## config.mk

```make
export PLATFORM = sky130hd
export DESIGN_NAME = bcd_serial_adder_flat
export DESIGN_NICKNAME = d
export VERILOG_FILES = /design/src/rtl/bcd_pkg.sv /design/src/rtl/bcd_serial_adder_if.sv /design/src/rtl/bcd_digit_add.sv /design/src/rtl/bcd_serial_adder.sv /design/src/flat_wrapper.sv
export SDC_FILE = /design/constraint.sdc
export NUM_CORES = 1
export LEC_CHECK = 0
export CORE_MARGIN = 4
export CORE_UTILIZATION = 25
export DETAILED_ROUTE_END_ITERATION = 12
export GPL_ROUTABILITY_DRIVEN = 0
export PLACE_DENSITY = 0.52
export SLEW_MARGIN = 20
export SYNTH_ARGS = -nofsm -noshare
export SYNTH_HDL_FRONTEND = slang
export SYNTH_SLANG_ARGS = --single-unit
```

## constraint.sdc

```tcl
create_clock -name clk -period 7.4 [get_ports clk]
set_input_delay 0.74 -clock clk [delete_from_list [all_inputs] [get_ports clk]]
set_output_delay 0.74 -clock clk [all_outputs]
set_load 0.01 [all_outputs]
```

## src/rtl/bcd_pkg.sv

```systemverilog
// Shared constants, state encoding and nibble check for the digit-serial BCD adder.
// Imported by the adder top, its digit slice and the handshake interface users.
package bcd_pkg;

  localparam int          BCD_DIGIT_W   = 4;
  localparam logic [3:0]  BCD_MAX_DIGIT = 4'd9;
  localparam logic [3:0]  BCD_CORR      = 4'd6;

  typedef enum logic [1:0] {
    IDLE = 2'd0,
    RUN  = 2'd1,
    FIN  = 2'd2
  } state_t;

  // True when a nibble is not a legal decimal digit (A..F).
  function automatic logic bcd_nibble_bad(input logic [BCD_DIGIT_W-1:0] n);
    return n > BCD_MAX_DIGIT;
  endfunction

endpackage

```

## src/rtl/bcd_serial_adder_if.sv

```systemverilog
// Start/busy/done handshake plus operand and result buses of the BCD serial adder.
// The operand-entry side uses master; the adder itself uses slave.
interface bcd_serial_adder_if #(
  parameter int N_DIGITS = 4
);

  logic                  start;
  logic                  mode_sub;
  logic [4*N_DIGITS-1:0] a;
  logic [4*N_DIGITS-1:0] b;
  logic                  cin;
  logic                  busy;
  logic                  done;
  logic [4*N_DIGITS-1:0] sum;
  logic                  cout;
  logic                  err;

  modport master (
    output start, mode_sub, a, b, cin,
    input  busy, done, sum, cout, err
  );

  modport slave (
    input  start, mode_sub, a, b, cin,
    output busy, done, sum, cout, err
  );

endinterface

```

## src/rtl/bcd_digit_add.sv

```systemverilog
// Combinational single-digit BCD adder slice with +6 decimal correction.
// Flags either input nibble that is not a valid decimal digit.
module bcd_digit_add
  import bcd_pkg::*;
(
  input  logic [BCD_DIGIT_W-1:0] a_d,
  input  logic [BCD_DIGIT_W-1:0] b_d,
  input  logic                   c_in,
  output logic [BCD_DIGIT_W-1:0] s_d,
  output logic                   c_out,
  output logic                   invalid
);

  logic [BCD_DIGIT_W:0] raw;
  logic [BCD_DIGIT_W:0] corr;

  // Raw binary sum is 0..19; anything above 9 wraps into the next decade.
  assign raw     = {1'b0, a_d} + {1'b0, b_d} + {{BCD_DIGIT_W{1'b0}}, c_in};
  assign corr    = raw + {1'b0, BCD_CORR};
  assign c_out   = raw > {1'b0, BCD_MAX_DIGIT};
  assign s_d     = c_out ? corr[BCD_DIGIT_W-1:0] : raw[BCD_DIGIT_W-1:0];
  assign invalid = bcd_nibble_bad(a_d) || bcd_nibble_bad(b_d);

endmodule

```

## src/rtl/bcd_serial_adder.sv

```systemverilog
// Digit-serial packed-BCD adder/subtractor: one digit per clock, LSD first.
// Subtraction uses nine's complement of B with an initial carry of 1 (ten's complement).
module bcd_serial_adder
  import bcd_pkg::*;
#(
  parameter int N_DIGITS = 4
) (
  input  logic                clk,
  input  logic                rst_n,
  bcd_serial_adder_if.slave   bus
);

  localparam int IDX_W = (N_DIGITS > 1) ? $clog2(N_DIGITS) : 1;

  state_t state_q, state_d;

  logic [IDX_W-1:0]                         idx_q;
  logic [N_DIGITS-1:0][BCD_DIGIT_W-1:0]     a_q, b_q, sum_q;
  logic                                     sub_q, carry_q, cout_q, err_q;

  logic [N_DIGITS-1:0]    nib_bad;
  logic                   operands_bad;
  logic [BCD_DIGIT_W-1:0] b_eff, s_dig;
  logic                   c_next, slice_bad, last_digit;

  // Every nibble of both live operands is screened in the start cycle.
  for (genvar g = 0; g < N_DIGITS; g++) begin : g_chk
    assign nib_bad[g] = bcd_nibble_bad(bus.a[g*BCD_DIGIT_W +: BCD_DIGIT_W]) ||
                        bcd_nibble_bad(bus.b[g*BCD_DIGIT_W +: BCD_DIGIT_W]);
  end
  assign operands_bad = |nib_bad;

  assign b_eff      = sub_q ? (BCD_MAX_DIGIT - b_q[idx_q]) : b_q[idx_q];
  assign last_digit = (idx_q == IDX_W'(N_DIGITS - 1));

  bcd_digit_add u_digit (
    .a_d     (a_q[idx_q]),
    .b_d     (b_eff),
    .c_in    (carry_q),
    .s_d     (s_dig),
    .c_out   (c_next),
    .invalid (slice_bad)
  );

  always_comb begin
    // NOTE: default assigned first so every path drives state_d; no latch is inferred.
    state_d = state_q;
    unique case (state_q)
      IDLE:    if (bus.start) state_d = operands_bad ? FIN : RUN;
      RUN:     if (last_digit) state_d = FIN;
      FIN:     state_d = IDLE;
      default: state_d = IDLE;
    endcase
  end

  // NOTE: sequential state uses non-blocking assignments so all registers update together.
  always_ff @(posedge clk or negedge rst_n) begin
    if (!rst_n) state_q <= IDLE;
    else        state_q <= state_d;
  end

  always_ff @(posedge clk or negedge rst_n) begin
    if (!rst_n) begin
      idx_q   <= '0;
      a_q     <= '0;
      b_q     <= '0;
      sum_q   <= '0;
      sub_q   <= 1'b0;
      carry_q <= 1'b0;
      cout_q  <= 1'b0;
      err_q   <= 1'b0;
    end else begin
      unique case (state_q)
        IDLE: begin
          if (bus.start) begin
            a_q     <= bus.a;
            b_q     <= bus.b;
            sub_q   <= bus.mode_sub;
            carry_q <= bus.mode_sub | bus.cin;
            idx_q   <= '0;
            sum_q   <= '0;
            cout_q  <= 1'b0;
            err_q   <= operands_bad;
          end
        end
        RUN: begin
          sum_q[idx_q] <= s_dig;
          carry_q      <= c_next;
          err_q        <= err_q | slice_bad;
          if (last_digit) begin
            cout_q <= c_next;
            idx_q  <= '0;
          end else begin
            idx_q  <= idx_q + IDX_W'(1);
          end
        end
        default: ;
      endcase
    end
  end

  assign bus.busy = (state_q == RUN);
  assign bus.done = (state_q == FIN);
  assign bus.sum  = sum_q;
  assign bus.cout = cout_q;
  assign bus.err  = err_q;

endmodule

```

## src/flat_wrapper.sv

```systemverilog
// flat-port wrapper written by rule: the top's interface ports become plain ports
module bcd_serial_adder_flat import bcd_pkg::*;
#(
  parameter int N_DIGITS = 4
)
  (clk, rst_n, bus_start, bus_mode_sub, bus_a, bus_b, bus_cin, bus_busy, bus_done, bus_sum, bus_cout, bus_err);
  bcd_serial_adder_if #(.N_DIGITS(N_DIGITS)) bus_i ();
  input  logic clk;
  input  logic rst_n;
  input wire logic [$bits(bus_i.start)-1:0] bus_start;
  input wire logic [$bits(bus_i.mode_sub)-1:0] bus_mode_sub;
  input wire logic [$bits(bus_i.a)-1:0] bus_a;
  input wire logic [$bits(bus_i.b)-1:0] bus_b;
  input wire logic [$bits(bus_i.cin)-1:0] bus_cin;
  output wire logic [$bits(bus_i.busy)-1:0] bus_busy;
  output wire logic [$bits(bus_i.done)-1:0] bus_done;
  output wire logic [$bits(bus_i.sum)-1:0] bus_sum;
  output wire logic [$bits(bus_i.cout)-1:0] bus_cout;
  output wire logic [$bits(bus_i.err)-1:0] bus_err;
  assign bus_i.start = bus_start;
  assign bus_i.mode_sub = bus_mode_sub;
  assign bus_i.a = bus_a;
  assign bus_i.b = bus_b;
  assign bus_i.cin = bus_cin;
  assign bus_busy = bus_i.busy;
  assign bus_done = bus_i.done;
  assign bus_sum = bus_i.sum;
  assign bus_cout = bus_i.cout;
  assign bus_err = bus_i.err;
  bcd_serial_adder #(.N_DIGITS(N_DIGITS)) u_core (.clk(clk), .rst_n(rst_n), .bus(bus_i));
endmodule
```

==> results of run 1 <==
==> cells by family after synthesis <==
kind of cell             synth area share
AND/OR/NAND/NOR                     0.210
flip-flops                          0.504
AO/OA/AOI/OAI                       0.112
buffers and inverters              0.0355
adder cells (fa/ha/maj)            0.0549
multiplexers                       0.0683
XOR/XNOR                           0.0153
==> synth_stat cells (all sizes together) (2+ instances only) <==
cell / n
o21a: 2
a22o: 5
nor2: 11
dfrtp: 56
nor2b: 2
a21oi: 7
buf: 2
nand3: 6
xnor2: 4
clkbuf: 10
o21ai: 24
nor3: 2
and2: 5
nand2: 113
o31ai: 2
nand4: 2
fa: 2
ha: 9
or3: 2
inv: 12
mux4: 8
a31oi: 7
==> power by group through the flow <==
stage | Sequential [mW] | Clock (mW) | Combinational [mW]
floorplan | 0.360 | 0 | 0.231
global placement | 0.370 | 0 | 0.308
detailed placement | 0.369 | 0 | 0.317
CTS | 0.364 | 0.185 | 0.320
global route | 0.367 | 0.199 | 0.356
finish | 0.364 | 0.180 | 0.316
==> path summary, 6_finish.rpt <==
path	slack, ns	endpoint
worst max-delay path	3.57	u_core.bus.sum[9]
worst min-delay path	0.48	u_core.a_q[13]
worst max register to register	3.57	u_core.bus.sum[9]
worst min register to register	0.48	u_core.a_q[13]
max in group asynchronous	6.36	u_core.sub_q
min in group asynchronous	0.54	u_core.a_q[0]
==> metrics by stage <==
step                      area [sq um]  cells  setup slack, ns  total power, mW  utilization
after detailed placement          3480    486             3.58            0.686        0.320
after floorplan                   2780    299             4.10            0.591            -
final                             3580    494             3.57            0.859        0.329
after global placement            3480    486             3.71            0.678        0.320
after global routing              3580    494             3.23            0.922        0.329
after CTS                         3580    494             3.55            0.869        0.329
==> routing by layer <==
layer  track usage  vias up  wire length (microns)
met1         0.141     1041                   3120
met4        0.0288        0                     70
li1              -     1105                      -
met2         0.193       46                   3360
met3        0.0244        7                    303
met5             0        -                      0
==> final cells by class <==
type | count | area share
sequential | 56 | 0.391
multi-input combinational | 219 | 0.358
timing repair buffer | 59 | 0.161
tap | 140 | 0.0489
clock buffer | 6 | 0.0231
inverter | 12 | 0.0126
clock inverter | 2 | 0.00419
==> cells in the final DEF, fill, tap and decap left out, types with 2 or more instances in the layout <==
cell type | synthesis | final
nand2_1 | 113 | 113
o21a_1 | 2 | 2
clkinvlp_4 | 0 | 2
nor2b_1 | 2 | 2
o31ai_1 | 2 | 2
nor3_1 | 2 | 2
and2_1 | 5 | 5
a31oi_1 | 7 | 7
clkbuf_8 | 0 | 6
fa_1 | 2 | 2
inv_1 | 12 | 12
nand3_1 | 6 | 6
nor2_1 | 11 | 11
xnor2_1 | 3 | 3
ha_1 | 9 | 9
dfrtp_1 | 56 | 56
buf_4 | 0 | 3
nand4_1 | 2 | 2
a22o_1 | 4 | 4
a21oi_1 | 7 | 7
o21ai_0 | 24 | 24
mux4_2 | 8 | 8
clkdlybuf4s50_1 | 0 | 55
==> flip-flops by register name, indices dropped and copies added (netlist names) <==
register         cells
u_core.a_q          16
u_core.b_q          16
u_core.bus.sum      16
u_core.idx_q         2
u_core.state_q       2
u_core.bus.cout      1
u_core.bus.err       1
u_core.carry_q       1
u_core.sub_q         1
==> critical path, cell delays in order (launching register included) <==
cell	delay (ns)
dfrtp_1	0.75
mux4_2	0.59
xnor2_1	0.19
fa_1	0.22
inv_1	0.05
fa_1	0.40
xnor2_1	0.35
ha_1	0.26
a22oi_1	0.12
a311o_2	0.47
xnor2_2	0.21
o21ai_0	0.11
==> metrics.cfg, run 1 <==
[final_layout]
final_nets=401
area_growth_pct=28.6
diodes=0
seq_area_sq_um=1400
fillers=1156
layout-drive-gt1-share=0.0706
multiInputGateArea_sq_um=1280

[synthesis]
yosysTopAreaCell=dfrtp_1
synth.area.top_cells=dfrtp_1 50%, nand2_1 15%, mux4_2 6.5%
yosys_warnings=0
ys_seq_elements=56
syn-cell-area_sq_um=2780
synth_edf_count=0
synth_sequential_area_ratio=0.504
synthArstFlopShare=1.00
syn_area_per_cell_sq_um=9.31
ys_types=32
syn_inst=299
synthFlopType=dfrtp_1
synth_fp_nets=347
synth_top_area_frac=0.504

[worst_setup_path]
crit_path_start=u_core.idx_q[0]
endpoint_kind=flop
required_ns=7.61
reg2regPathDepth=11
cp_max_fo=13
crit_arrival_ns=4.04
timing.rr.start=u_core.idx_q[0]
path_class=flop to flop
cp-start-kind=flop

[clocking]
cts_setup_buffers=0
ctsHoldBuffers=0
cts_buffers=5
clkLatencyLatePin_ns=0.31
h-tree-depth=2
cts.reportedPaths.clkPinSlew_ns=0.11
post_cts_resized=0
cts_root_buf=clkbuf_8
clockBufferDepth=2
clock_sinks=56
cts_tree=built

[placed_design]
dp_hpwl_microns=5200
io_buffer_count=56

[sta]
rsz0062_at_grt=false
hold_viol=0
worst_pin_slew_ns=0.715
period_share=0.517
final-max-slew-violation-count=0
slew_headroom=0.524
min_period_ns=3.83
setup_violations=0
skew_ns=0.0145
fmax_ghz=0.261
setup_tns_ns=0
whs_ns=0.485

[drt]
vias_per_cell=4.45
drt_wl_total_microns=6860
ant_nets=0
drt_first_pass_iters=4
dr_total_vias=2199
drtIter0Drc=85
drc=0
wire_per_inst_microns=13.9

[floorplan]
die_h_microns=114
ios=57
core_sq_um=10900
start_util=0.256
die_x_microns=114
rows=38
die_area_sq_um=12900

[global_routing]
grt_remaining_overflow=0
grt_pass1_wl_microns=11600
antenna_found_initial=0
grt_pass1_vias=2395
grt_use_total=0.112
grt_max_degree=57

[power]
power_frac_comb=0.368
intPower_mw=0.555
power_frac_seq=0.423
netSwitchingPower_mw=0.305
leakagePower_nw=1.63
ir_drop_v=0.000110
sw_frac_of_total=0.355
p_per_area_nw_per_um2=240
p_clk_frac=0.209

[min_path]
hold_class=flop to flop
worstHoldStart=u_core.a_q[13]
holdPathStages=2

[run_status]
status=finished clean

[run]
cap_violations=0

No activity file was read; power rests on OpenSTA's default activity.
==> inputs of run 2 (changes only) <==
--- a/config.mk
+++ b/config.mk
@@ -9,7 +9,7 @@
 export CORE_UTILIZATION = 25
 export DETAILED_ROUTE_END_ITERATION = 12
 export GPL_ROUTABILITY_DRIVEN = 0
-export PLACE_DENSITY = 0.52
+export PLACE_DENSITY = 0.53
 export SLEW_MARGIN = 20
 export SYNTH_ARGS = -nofsm -noshare
 export SYNTH_HDL_FRONTEND = slang
==> constraint.sdc (replaced) <==
create_clock -name clk -period 3.5 [get_ports clk]
set_input_delay 0.35 -clock clk [delete_from_list [all_inputs] [get_ports clk]]
set_output_delay 0.35 -clock clk [all_outputs]
set_load 0.01 [all_outputs]
==> run 2 against run 1 <==
Sequential power rose by 110%. Global-route usage rose by 0.44 points. Sequential share of layout area fell by 0.41 points. Total power rose by 110%. Core utilization rose by 0.38 points. Final area rose by 1.2%. Via count rose by 4.5%. Combinational power rose by 120%. Sequential cell count did not move. Worst setup slack got worse by 3.4 ns. Critical endpoint unchanged. Largest cell class unchanged. Largest power group unchanged.
==> metrics.cfg, run 2 (synthesized netlist as in run 1, its figures left out) <==
[min_path]
hold_class=input pin to asynchronous set/reset pin

[drt]
ant_nets=0
drc=0
drtIter0Drc=170
dr_total_vias=2299
drt_first_pass_iters=4
vias_per_cell=4.62
wire_per_inst_microns=14.5
drt_wl_total_microns=7200

[power]
power_frac_seq=0.415
p_clk_frac=0.199
ir_drop_v=0.000265
intPower_mw=1.20
leakagePower_nw=1.65
sw_frac_of_total=0.349
power_frac_comb=0.385
p_per_area_nw_per_um2=508
netSwitchingPower_mw=0.643

[floorplan]
rows=38
start_util=0.256
core_sq_um=10900
die_h_microns=114
ios=57
die_area_sq_um=12900
die_x_microns=114

[worst_setup_path]
cp_cell_sequence=mux4_2 -> xnor2_1 -> fa_1 -> inv_1 -> fa_2 -> inv_1 -> ha_1 -> a22oi_1 -> a311o_2 -> xnor2_2 -> o21ai_0
path_common_cell=inv_1
cp_max_fo=4
crit_arrival_ns=3.53
crit_family=adder cells
crit_slowest_cell=mux4_2
cp-start-kind=flop
required_ns=3.70
endpoint_kind=flop
critPathBufInv=2
cpPeakStageDelay_ns=0.54
path_class=flop to flop

[run]
cap_violations=0

[global_routing]
grt_pass1_vias=2359
top_usage_layer=met2
grt_pass1_wl_microns=12000
met1_usage=0.164
grt_use_total=0.116
met3_usage=0.0207
grt_use_met2=0.183
grt_max_degree=41
grt_remaining_overflow=0
antenna_found_initial=0

[clocking]
cts_tree=built
cts_buffers=5
cts_root_buf=clkbuf_8
clock_sinks=56
clkLatencyLatePin_ns=0.31
cts.reportedPaths.clkPinSlew_ns=0.10
clockBufferDepth=2
h-tree-depth=2

[sta]
setup_violations=0
whs_ns=0.0341
min_period_ns=3.33
rsz0062_at_grt=false
hold_viol=0
worst_pin_slew_ns=0.586
fmax_ghz=0.300
skew_ns=0.00797
final-max-slew-violation-count=0
period_share=0.953
setup_tns_ns=0
slew_headroom=0.609

[final_layout]
layout-drive-gt1-share=0.0866
utilization=0.333
multiInputGateArea_sq_um=1290
fillers=1143
diodes=0
area_growth_pct=30.1
final_area_sq_um=3620
seq_area_sq_um=1400
final_common_cell=nand2_1
final_nets=405
final_cell_mix=113 x nand2_1, 55 x clkdlybuf4s50_1, 55 x dfrtp_1

[placed_design]
io_buffer_count=56
dp_hpwl_microns=5620
placed_area_sq_um=3500

[run_status]
status=finished clean

[run 2: changes by cell type in the layout (fill, tap and decap cells not counted), sizes merged]
| cell | before | now |
|---|---|---|
| clkinvlp | 2 | 1 |
| buf | 4 | 8 |
| clkbuf | 6 | 7 |
[run 2: area by class of cell]
cell class	count	share of cell area
timing repair buffer	63	0.169
multi-input combinational	219	0.357
clock buffer	7	0.0238
tap	140	0.0484
inverter	12	0.0124
clock inverter	1	0.00207
sequential	56	0.387
[run 2: power by group through the flow]
stage	sequential [mW]	combinational [mW]	clock, mW
floorplan	0.761	0.489	0
global placement	0.779	0.675	0
detailed placement	0.777	0.692	0
CTS	0.765	0.693	0.381
global route	0.774	0.788	0.405
finish	0.765	0.709	0.367
[run 2: repair_timing]
item                                    in CTS  in global routing
endpoints found under the hold margin        0                  0
hold buffers                                 0                  0
endpoints found under the setup margin       0                 11
gates resized for setup                      0                  4
buffers inserted                             0                  1
[run 2: metrics by stage]
stage | worst slack [ns] | std cells | power [mW]
2_1_floorplan | 0.202 | 299 | 1.25
3_3_place_gp | 0.194 | 489 | 1.45
3_5_place_dp | 0.0538 | 489 | 1.47
4_1_cts | 0.0221 | 497 | 1.84
5_1_grt | 0.00628 | 498 | 1.97
6_report | 0.165 | 498 | 1.84
[run 2: worst paths after layout]
check                                 from           endpoint  slack (ns)  depth (start not counted)
setup reg to reg           u_core.idx_q[0]  u_core.bus.sum[9]        0.17                         11
hold / removal                       rst_n    u_core.bus.cout        0.03                          1
hold reg to reg             u_core.b_q[11]     u_core.b_q[11]        0.48                          2
max in group asynchronous            rst_n    u_core.idx_q[0]        2.61                          2
setup / recovery           u_core.idx_q[0]  u_core.bus.sum[9]        0.17                         11
min in group clk            u_core.b_q[11]     u_core.b_q[11]        0.48                          2
[run 2: metal layers]
metal / vias to the layer above / part of all wire
li1: 1119 / -
met4: 0 / 0.013
met2: 74 / 0.45
met1: 1094 / 0.49
met3: 12 / 0.046
met5: - / 0
==> inputs of run 3 (changes only) <==
--- a/config.mk
+++ b/config.mk
@@ -9,7 +9,7 @@
 export CORE_UTILIZATION = 25
 export DETAILED_ROUTE_END_ITERATION = 12
 export GPL_ROUTABILITY_DRIVEN = 0
-export PLACE_DENSITY = 0.53
+export PLACE_DENSITY = 0.52
 export SLEW_MARGIN = 20
 export SYNTH_ARGS = -nofsm -noshare
 export SYNTH_HDL_FRONTEND = slang
==> constraint.sdc (replaced) <==
create_clock -name clk -period 4.25 [get_ports clk]
set_input_delay 0.425 -clock clk [delete_from_list [all_inputs] [get_ports clk]]
set_output_delay 0.425 -clock clk [all_outputs]
set_load 0.01 [all_outputs]
==> run 3 against run 2 <==
Via count fell by 3.6%. Clock power down 21%. Final area is 1.2% lower. First-iteration DRC count fell by 51%. Count of clock-buffer cells in the layout down 1. Maximum frequency fell by 9.4%. Critical path type unchanged. Largest cell class unchanged. Highest routed layer unchanged.
==> metrics.cfg, run 3 (synthesized netlist as in run 1, its figures left out) <==
[clocking]
h-tree-depth=2
clockBufferDepth=2
cts.reportedPaths.clkPinSlew_ns=0.10
cts_root_buf=clkbuf_8
cts_tree=built
cts_buffers=5
clkLatencyLatePin_ns=0.31
clock_sinks=56
post_cts_resized=0
cts_setup_buffers=0
ctsHoldBuffers=0

[worst_setup_path]
cp_cell_sequence=buf_4 -> mux4_2 -> inv_1 -> fa_1 -> inv_1 -> fa_1 -> xnor2_1 -> ha_1 -> a22oi_1 -> a311o_2 -> xnor2_2 -> o21ai_0
cp-start-kind=flop
path_class=flop to flop
crit_family=adder cells
crit_slowest_cell=dfrtp_1
cpPeakStageDelay_ns=0.62
endpoint_kind=flop
crit_arrival_ns=3.87
required_ns=4.44
critPathBufInv=3
cp_max_fo=10

[placed_design]
io_buffer_count=56
dp_hpwl_microns=5320
placed_cells=487
post-place-ws_ns=0.551
placed_area_sq_um=3490

[floorplan]
rows=38
start_util=0.256
ios=57
core_sq_um=10900
die_area_sq_um=12900
die_h_microns=114
die_x_microns=114

[run_status]
status=finished clean

[drt]
drt_first_pass_iters=4
dr_total_vias=2216
ant_nets=0
wire_per_inst_microns=13.9
drt_wl_total_microns=6880
drtIter0Drc=84
drc=0
vias_per_cell=4.48

[sta]
setup_violations=0
hold_viol=0
period_share=0.866
min_period_ns=3.68
setup_tns_ns=0
skew_ns=0.0151
slew_headroom=0.524
worst_slack_ns=0.568
worst_pin_slew_ns=0.714
final-max-slew-violation-count=0
rsz0062_at_grt=false
fmax_ghz=0.272

[final_layout]
final_area_sq_um=3580
fin_cells=495
diodes=0
final_common_cell=nand2_1
layout-drive-gt1-share=0.0704
final_nets=402
area_growth_pct=28.5
final_cell_mix=113 x nand2_1, 56 x dfrtp_1, 55 x clkdlybuf4s50_1

[power]
p_per_area_nw_per_um2=412
leakagePower_nw=1.63
power_mw=1.47
ir_drop_v=0.000150

[global_routing]
grt_pass1_vias=2366
grt_use_total=0.114
grt_pass1_wl_microns=11900
grt_remaining_overflow=0
grt_max_degree=57
antenna_found_initial=0

[min_path]
hold_class=input pin to asynchronous set/reset pin

[run]
cap_violations=0

run 3: stage by stage:
stage | hold slack [ns] | utilization
finish | 0.241 | 0.328
global route | 0.305 | 0.328
CTS | 0.269 | 0.328
detailed placement | 0.466 | 0.321
global placement | 0.463 | 0.321
floorplan | 0.129 | -
run 3: worst paths after layout:
| kind | endpoint | from | cells past startpoint | slack (ns) |
|---|---|---|---|---|
| max | u_core.bus.sum[13] | u_core.idx_q[0] | 12 | 0.57 |
| min | u_core.a_q[1] | rst_n | 2 | 0.24 |
| max reg2reg | u_core.bus.sum[13] | u_core.idx_q[0] | 12 | 0.57 |
| min reg2reg | u_core.b_q[15] | u_core.b_q[15] | 2 | 0.48 |
| max in group asynchronous | u_core.bus.sum[10] | rst_n | 2 | 3.51 |
| min in group clk | u_core.b_q[15] | u_core.b_q[15] | 2 | 0.48 |
run 3: layer usage:
| layer | up-vias | share of wire | GRT usage |
|---|---|---|---|
| met2 | 49 | 0.48 | 0.190 |
| met3 | 4 | 0.033 | 0.0196 |
| met1 | 1051 | 0.48 | 0.155 |
| li1 | 1112 | - | - |
| met4 | 0 | 0.0073 | 0.0240 |
| met5 | - | 0 | 0 |
run 3: power by group:
part	internal (mW)	switching, mW
Combinational	0.243	0.309
Clock	0.118	0.172
Sequential	0.591	0.0389
run 3: layout make-up:
cell class              count  area (sq um)
fillers                  1115          7310
flip-flops and latches     56          1400
multi-input cells         219          1280
repair buffers             60           586
well taps                 140           175
clock buffers               6          72.6
inverters                  12          45.0
clock inverters             2          13.8
